--- src/rtl/cdm_pkg.sv ---
// Shared definitions for the carry-disregard multiplier characterisation stages.
package cdm_pkg;

  localparam int CDM_PW    = 16;
  localparam int CDM_CNT_W = 17;
  localparam int CDM_ACC_W = 32;
  localparam int DRAIN_CYC = 2;

  typedef enum logic [1:0] {
    IDLE  = 2'd0,
    RUN   = 2'd1,
    DRAIN = 2'd2,
    DONE  = 2'd3
  } cdm_state_e;

endpackage

--- src/rtl/cdm_abs_diff.sv ---
// Combinational unsigned error distance |a - b| between two products.
module cdm_abs_diff
  import cdm_pkg::*;
#(
  parameter int PW = CDM_PW
) (
  input  logic [PW-1:0] a,
  input  logic [PW-1:0] b,
  output logic [PW-1:0] y
);

  // Subtract the smaller operand from the larger so no sign bit is needed.
  always_comb begin
    y = '0;
    if (a >= b) begin
      y = a - b;
    end else begin
      y = b - a;
    end
  end

endmodule

--- src/rtl/cdm_err_stats.sv ---
// Batch error statistics (sum/max/count of error distances) for approximate products.
module cdm_err_stats
  import cdm_pkg::*;
#(
  parameter int PW    = CDM_PW,
  parameter int CNT_W = CDM_CNT_W,
  parameter int ACC_W = CDM_ACC_W
) (
  input  logic             clk,
  input  logic             rst,
  input  logic             start,
  input  logic [CNT_W-1:0] num_samples,
  input  logic             in_valid,
  output logic             in_ready,
  input  logic [PW-1:0]    r_approx,
  input  logic [PW-1:0]    r_exact,
  output logic             busy,
  output logic             done,
  output logic [ACC_W-1:0] sum_ed,
  output logic [PW-1:0]    max_ed,
  output logic [CNT_W-1:0] err_count,
  output logic             overflow
);

  localparam logic [1:0] DRAIN_LAST = 2'(DRAIN_CYC - 1);

  cdm_state_e       state_r;
  logic [CNT_W-1:0] num_r;
  logic [CNT_W-1:0] acc_cnt_r;
  logic [1:0]       drain_cnt_r;
  logic             done_pend_r;
  logic             in_ready_r;
  logic             busy_r;
  logic             done_r;

  logic [PW-1:0]    ed_s;
  logic [PW-1:0]    ed1_r;
  logic             ne1_r;
  logic             v1_r;

  logic [ACC_W-1:0] sum_r;
  logic [PW-1:0]    max_r;
  logic [CNT_W-1:0] err_r;
  logic             ovf_r;
  logic [ACC_W:0]   sum_ext_s;

  logic xfer_s;
  logic start_ok_s;
  logic last_s;

  assign xfer_s     = in_valid && in_ready_r;
  assign start_ok_s = start && ((state_r == IDLE) || (state_r == DONE));
  assign last_s     = (acc_cnt_r == (num_r - CNT_W'(1)));

  cdm_abs_diff #(.PW(PW)) u_abs_diff (
    .a (r_exact),
    .b (r_approx),
    .y (ed_s)
  );

  // Batch control: handshake, drain timing and the delayed done pulse.
  always_ff @(posedge clk or posedge rst) begin
    if (rst) begin
      state_r     <= IDLE;
      num_r       <= '0;
      acc_cnt_r   <= '0;
      drain_cnt_r <= 2'd0;
      done_pend_r <= 1'b0;
      in_ready_r  <= 1'b0;
      busy_r      <= 1'b0;
      done_r      <= 1'b0;
    end else begin
      done_r      <= done_pend_r;
      done_pend_r <= 1'b0;
      case (state_r)
        IDLE, DONE: begin
          if (start) begin
            num_r     <= num_samples;
            acc_cnt_r <= '0;
            done_r    <= 1'b0;
            if (num_samples == '0) begin
              state_r     <= DONE;
              done_pend_r <= 1'b1;
            end else begin
              state_r    <= RUN;
              in_ready_r <= 1'b1;
              busy_r     <= 1'b1;
            end
          end else begin
            state_r <= state_r;
          end
        end
        RUN: begin
          if (xfer_s) begin
            acc_cnt_r <= acc_cnt_r + CNT_W'(1);
            if (last_s) begin
              state_r     <= DRAIN;
              in_ready_r  <= 1'b0;
              drain_cnt_r <= 2'd0;
            end
          end
        end
        DRAIN: begin
          // Two cycles let the final pair pass through S1 and into the S2 totals.
          if (drain_cnt_r == DRAIN_LAST) begin
            state_r     <= DONE;
            busy_r      <= 1'b0;
            done_pend_r <= 1'b1;
          end else begin
            drain_cnt_r <= drain_cnt_r + 2'd1;
          end
        end
        default: begin
          state_r    <= IDLE;
          in_ready_r <= 1'b0;
          busy_r     <= 1'b0;
        end
      endcase
    end
  end

  // Stage 1: register the error distance of each accepted pair.
  always_ff @(posedge clk or posedge rst) begin
    if (rst) begin
      v1_r  <= 1'b0;
      ed1_r <= '0;
      ne1_r <= 1'b0;
    end else begin
      v1_r <= xfer_s;
      if (xfer_s) begin
        ed1_r <= ed_s;
        ne1_r <= (ed_s != '0);
      end
    end
  end

  // One spare bit catches the carry that signals saturation.
  always_comb begin
    sum_ext_s = {1'b0, sum_r} + {{(ACC_W + 1 - PW){1'b0}}, ed1_r};
  end

  // Stage 2: fold the registered distance into the batch totals.
  always_ff @(posedge clk or posedge rst) begin
    if (rst) begin
      sum_r <= '0;
      max_r <= '0;
      err_r <= '0;
      ovf_r <= 1'b0;
    end else if (start_ok_s) begin
      sum_r <= '0;
      max_r <= '0;
      err_r <= '0;
      ovf_r <= 1'b0;
    end else if (v1_r) begin
      if (sum_ext_s[ACC_W]) begin
        sum_r <= '1;
        ovf_r <= 1'b1;
      end else begin
        sum_r <= sum_ext_s[ACC_W-1:0];
      end
      if (ed1_r > max_r) begin
        max_r <= ed1_r;
      end
      err_r <= err_r + CNT_W'(ne1_r);
    end
  end

  assign in_ready  = in_ready_r;
  assign busy      = busy_r;
  assign done      = done_r;
  assign sum_ed    = sum_r;
  assign max_ed    = max_r;
  assign err_count = err_r;
  assign overflow  = ovf_r;

endmodule

--- config.mk ---
export PLATFORM = sky130hd
export DESIGN_NAME = cdm_err_stats
export DESIGN_NICKNAME = d
export VERILOG_FILES = /design/src/rtl/cdm_pkg.sv /design/src/rtl/cdm_abs_diff.sv /design/src/rtl/cdm_err_stats.sv
export SDC_FILE = /design/constraint.sdc
export NUM_CORES = 1
export LEC_CHECK = 0
export BUFFER_PORTS_ARGS = -buffer_cell sky130_fd_sc_hd__buf_2
export CORE_UTILIZATION = 31
export DETAILED_ROUTE_END_ITERATION = 12
export PLACE_DENSITY = 0.53
export SYNTH_ARGS = -nofsm -noshare
export SYNTH_HDL_FRONTEND = slang
export SYNTH_SLANG_ARGS = --single-unit
--- constraint.sdc ---
create_clock -name clk -period 4 [get_ports clk]
set_clock_uncertainty 0.15 [all_clocks]
set_input_delay 0.8 -clock clk [delete_from_list [all_inputs] [get_ports clk]]
set_output_delay 0.8 -clock clk [all_outputs]
set_load 0.03 [all_outputs]
==> impl_metrics.ini <==
[setup_path]
crit_type = flip-flop to flip-flop
worstSetupEndpointType = flip-flop
critPathMaxFanout = 17
cp.depth = 13
r2r-end = sum_ed[9]
cp-startpoint = ed1_r[0]
worst-r2r-setup-slack_ps = 510
reg2reg_from = ed1_r[0]
required_ps = 4110
crit_family = compound AO/OA/AOI/OAI gates
cp_slowest_cell = dfrtp_1
crit_chain = ha_1, fa_1, a21o_1, a21oi_1, nor2b_1, o21ai_0, a21o_1, nor4_1, o31a_1, and2b_1, nand4_2, buf_4, o21ai_0
endpoint = sum_ed[9]
cp_num_buf_inv = 1
startpoint_type = flip-flop
cpPeakStageDelay_ps = 420
crit_arrival_ps = 3600
worstRegToRegCells = 13

[final_layout]
nets = 1238
area_growth_pct = 20.3
insertedDiodeCount = 0
final_cells = 1496
drive_gt1_frac = 0.167
final_util = 0.383

[timing]
post-route-worst-setup-slack_ps = 508
fin_crit_ps = 3490
tns_ps = 0
worst_slew_pin_slew_ps = 909
finalSetupViolCount = 0
rsz0062_at_grt = no
max_freq_ghz = 0.286
final_hold_viol_count = 0
final_max_slew_viol_count = 0
max_slew_margin = 0.394
post-route-period-util = 0.873

[logic_synthesis]
synth_top_family_by_area = simple AND/OR/NAND/NOR gates
syn_area_per_cell_sq_um = 8.73
synthArstFlopShare = 1.00
synthTopCellsByArea = dfrtp_1 37%, ha_1 10%, nand2_1 5.3%, mux2i_1 5.0%, o21ai_0 4.4%
synth_top_area_frac = 0.365
synth_warnings = 0
synth_top_flop_cell = dfrtp_1
synth-xor-area-share = 0.0781
synth.area.mux_share = 0.0512
synth.distinct_cells = 73
yosys.area.top_type = dfrtp_1
synth_adder_area_share = 0.110
synth-edff-count = 0
synth_compound_area_frac = 0.153
ys_seq_elements = 126
synthCells = 989
yosysSeqAreaShare = 0.365
synthSimpleGateAreaFrac = 0.193
syn_nets = 1116
syn-cell-area_sq_um = 8630

[placement]
place.gp.congestion = 0.858
place_ws_ps = 277
dp_hpwl_um = 17000
io_buffer_count = 121
dp.cells = 1464

[detailed_routing]
wl_per_cell_um = 14.8
antenna_left = 0
dr.pass1.iters = 4
viasPerCell = 4.87
drt-initial-drc-count = 295
routed_wl_um = 22200
vias = 7280
drcViolationCount = 0

[power]
power_density_nw_per_um2 = 615
p_leak_nw = 5.15
max-vdd-ir-drop_mv = 0.287

[clocking]
post-cts-setup-buffers = 0
cts.sinks = 126
cts_made_buffers = 17
clkTransAtPathRegs_ps = 60
cts_tree = yes
cts-root-buf = clkbuf_16
ctsResizeCount = 0
cts_hold_buf = 0
clock_path_buffers = 2
htreeDepth = 4
insertion_delay_ps = 420

[job]
cap_violations = 0

[floorplan]
die_h_um = 169
fp.coreArea_sq_um = 27100
ios = 122
num_rows = 60
initial_core_util = 0.318
die_w_um = 169
dieArea_sq_um = 28500

[global_routing]
first_global_vias = 7129
grt_pass1_wl_um = 37000
grt.overflow.total = 0
antenna_found_initial = 0
grt_max_degree = 86
track_usage = 0.163

[outcome]
outcome = completed

[hold_path]
hold_path.class = flip-flop to flip-flop
holdPathStages = 1
==> sequential cells by signal (all words and copies together) (netlist names) <==
name         flops
state_r          2
done             1
ed1_r           16
drain_cnt_r      2
sum_ed          32
busy             1
v1_r             1
acc_cnt_r       17
ne1_r            1
overflow         1
max_ed          16
in_ready         1
done_pend_r      1
num_r           17
err_count       17
==> where the power goes <==
group	switching [mW]	internal, mW
clock	0.588	1.17
combinational	1.63	1.07
sequential	0.354	1.57
==> stage by stage <==
step	hold WS [ps]	power (mW)	cell area [sq um]
global route	325	6.88	10400
global placement	280	4.64	9720
detailed placement	286	4.66	9720
finish	297	6.38	10400
floorplan	278	3.93	8630
CTS	299	6.47	10400
==> synthesized netlist by cell type (all sizes together), types with 2 or more instances <==
library cell  number
a211oi             2
a21boi             3
a21o              18
a21oi             62
a221o              2
a31oi              8
and2               6
and3              10
buf               10
clkbuf            26
dfrtp            126
fa                 3
ha                71
inv               71
mux2i             43
nand2            122
nand2b            12
nand3             19
nand3b             3
nand4             14
nor2              82
nor2b             15
nor3              17
nor3b              4
nor4              12
o211ai             4
o21a               8
o21ai             79
o21bai             2
o22a               2
o311a              3
o311ai             2
o31a               4
o31ai              3
o41ai              2
or2                3
or3               13
or4                4
or4b               2
xnor2             42
xor2              35
==> layer usage <==
layer  track usage  vias to the layer above  part of all wire
li1              -                     3668                 -
met1         0.213                     3476              0.48
met2         0.273                      112              0.48
met3        0.0337                       24             0.030
met4        0.0455                        0             0.014
met5             0                        -                 0
==> worst register-to-register path, stage by stage (launching register included) <==
cell	delay, ps
dfrtp_1	420
ha_1	230
fa_1	410
a21o_1	190
a21oi_1	210
nor2b_1	70
o21ai_0	300
a21o_1	210
nor4_1	80
o31a_1	350
and2b_1	240
nand4_2	130
buf_4	240
o21ai_0	130
==> layout by cell type (no fill, tap or decap), types with 4 or more instances in the layout <==
master and n:
a21o_1 18, a21oi_1 60, a31oi_1 8, and2_1 6, and3_1 10, buf_2 121, buf_4 17, bufinv_16 5
clkbuf_16 17, clkbuf_8 4, clkinvlp_4 4, dfrtp_1 126, ha_1 71, inv_1 70, mux2i_1 43, nand2_1 122
nand2b_1 12, nand3_1 19, nand4_1 13, nor2_1 81, nor2b_1 15, nor3_1 17, nor3b_1 4, nor4_1 9
o211ai_1 4, o21a_1 8, o21ai_0 76, o31a_1 4, or3_1 13, xnor2_1 42, xor2_1 35
==> logic make-up (layout without fill, tap and decap cells) <==
logic type      after synthesis  after routing
simple gates                343            343
xor+xnor                     77             77
mux                          44             44
fa+ha+maj                    74             74
flops                       126            126
compound gates              217            217
buf+inv                     108            243
==> worst min path at each step <==
stage | start | endpoint | slack, ps
after global routing | done_pend_r | done | 320
after floorplan | done_pend_r | done | 280
after global placement | done_pend_r | done | 280
after CTS | done_pend_r | done | 300
after detailed placement | done_pend_r | done | 290
final | done_pend_r | done | 300
==> area by class of cell <==
type                    instances  area [sq um]
flip-flops and latches        126          3150
repair buffers                139           753
fillers                      2833         16700
multi-input cells             755          5070
well taps                     372           465
clock buffers                  22           484
clock inverters                10           183
inverters                      72           274
Note: power is estimated with default switching activity, not from simulation.
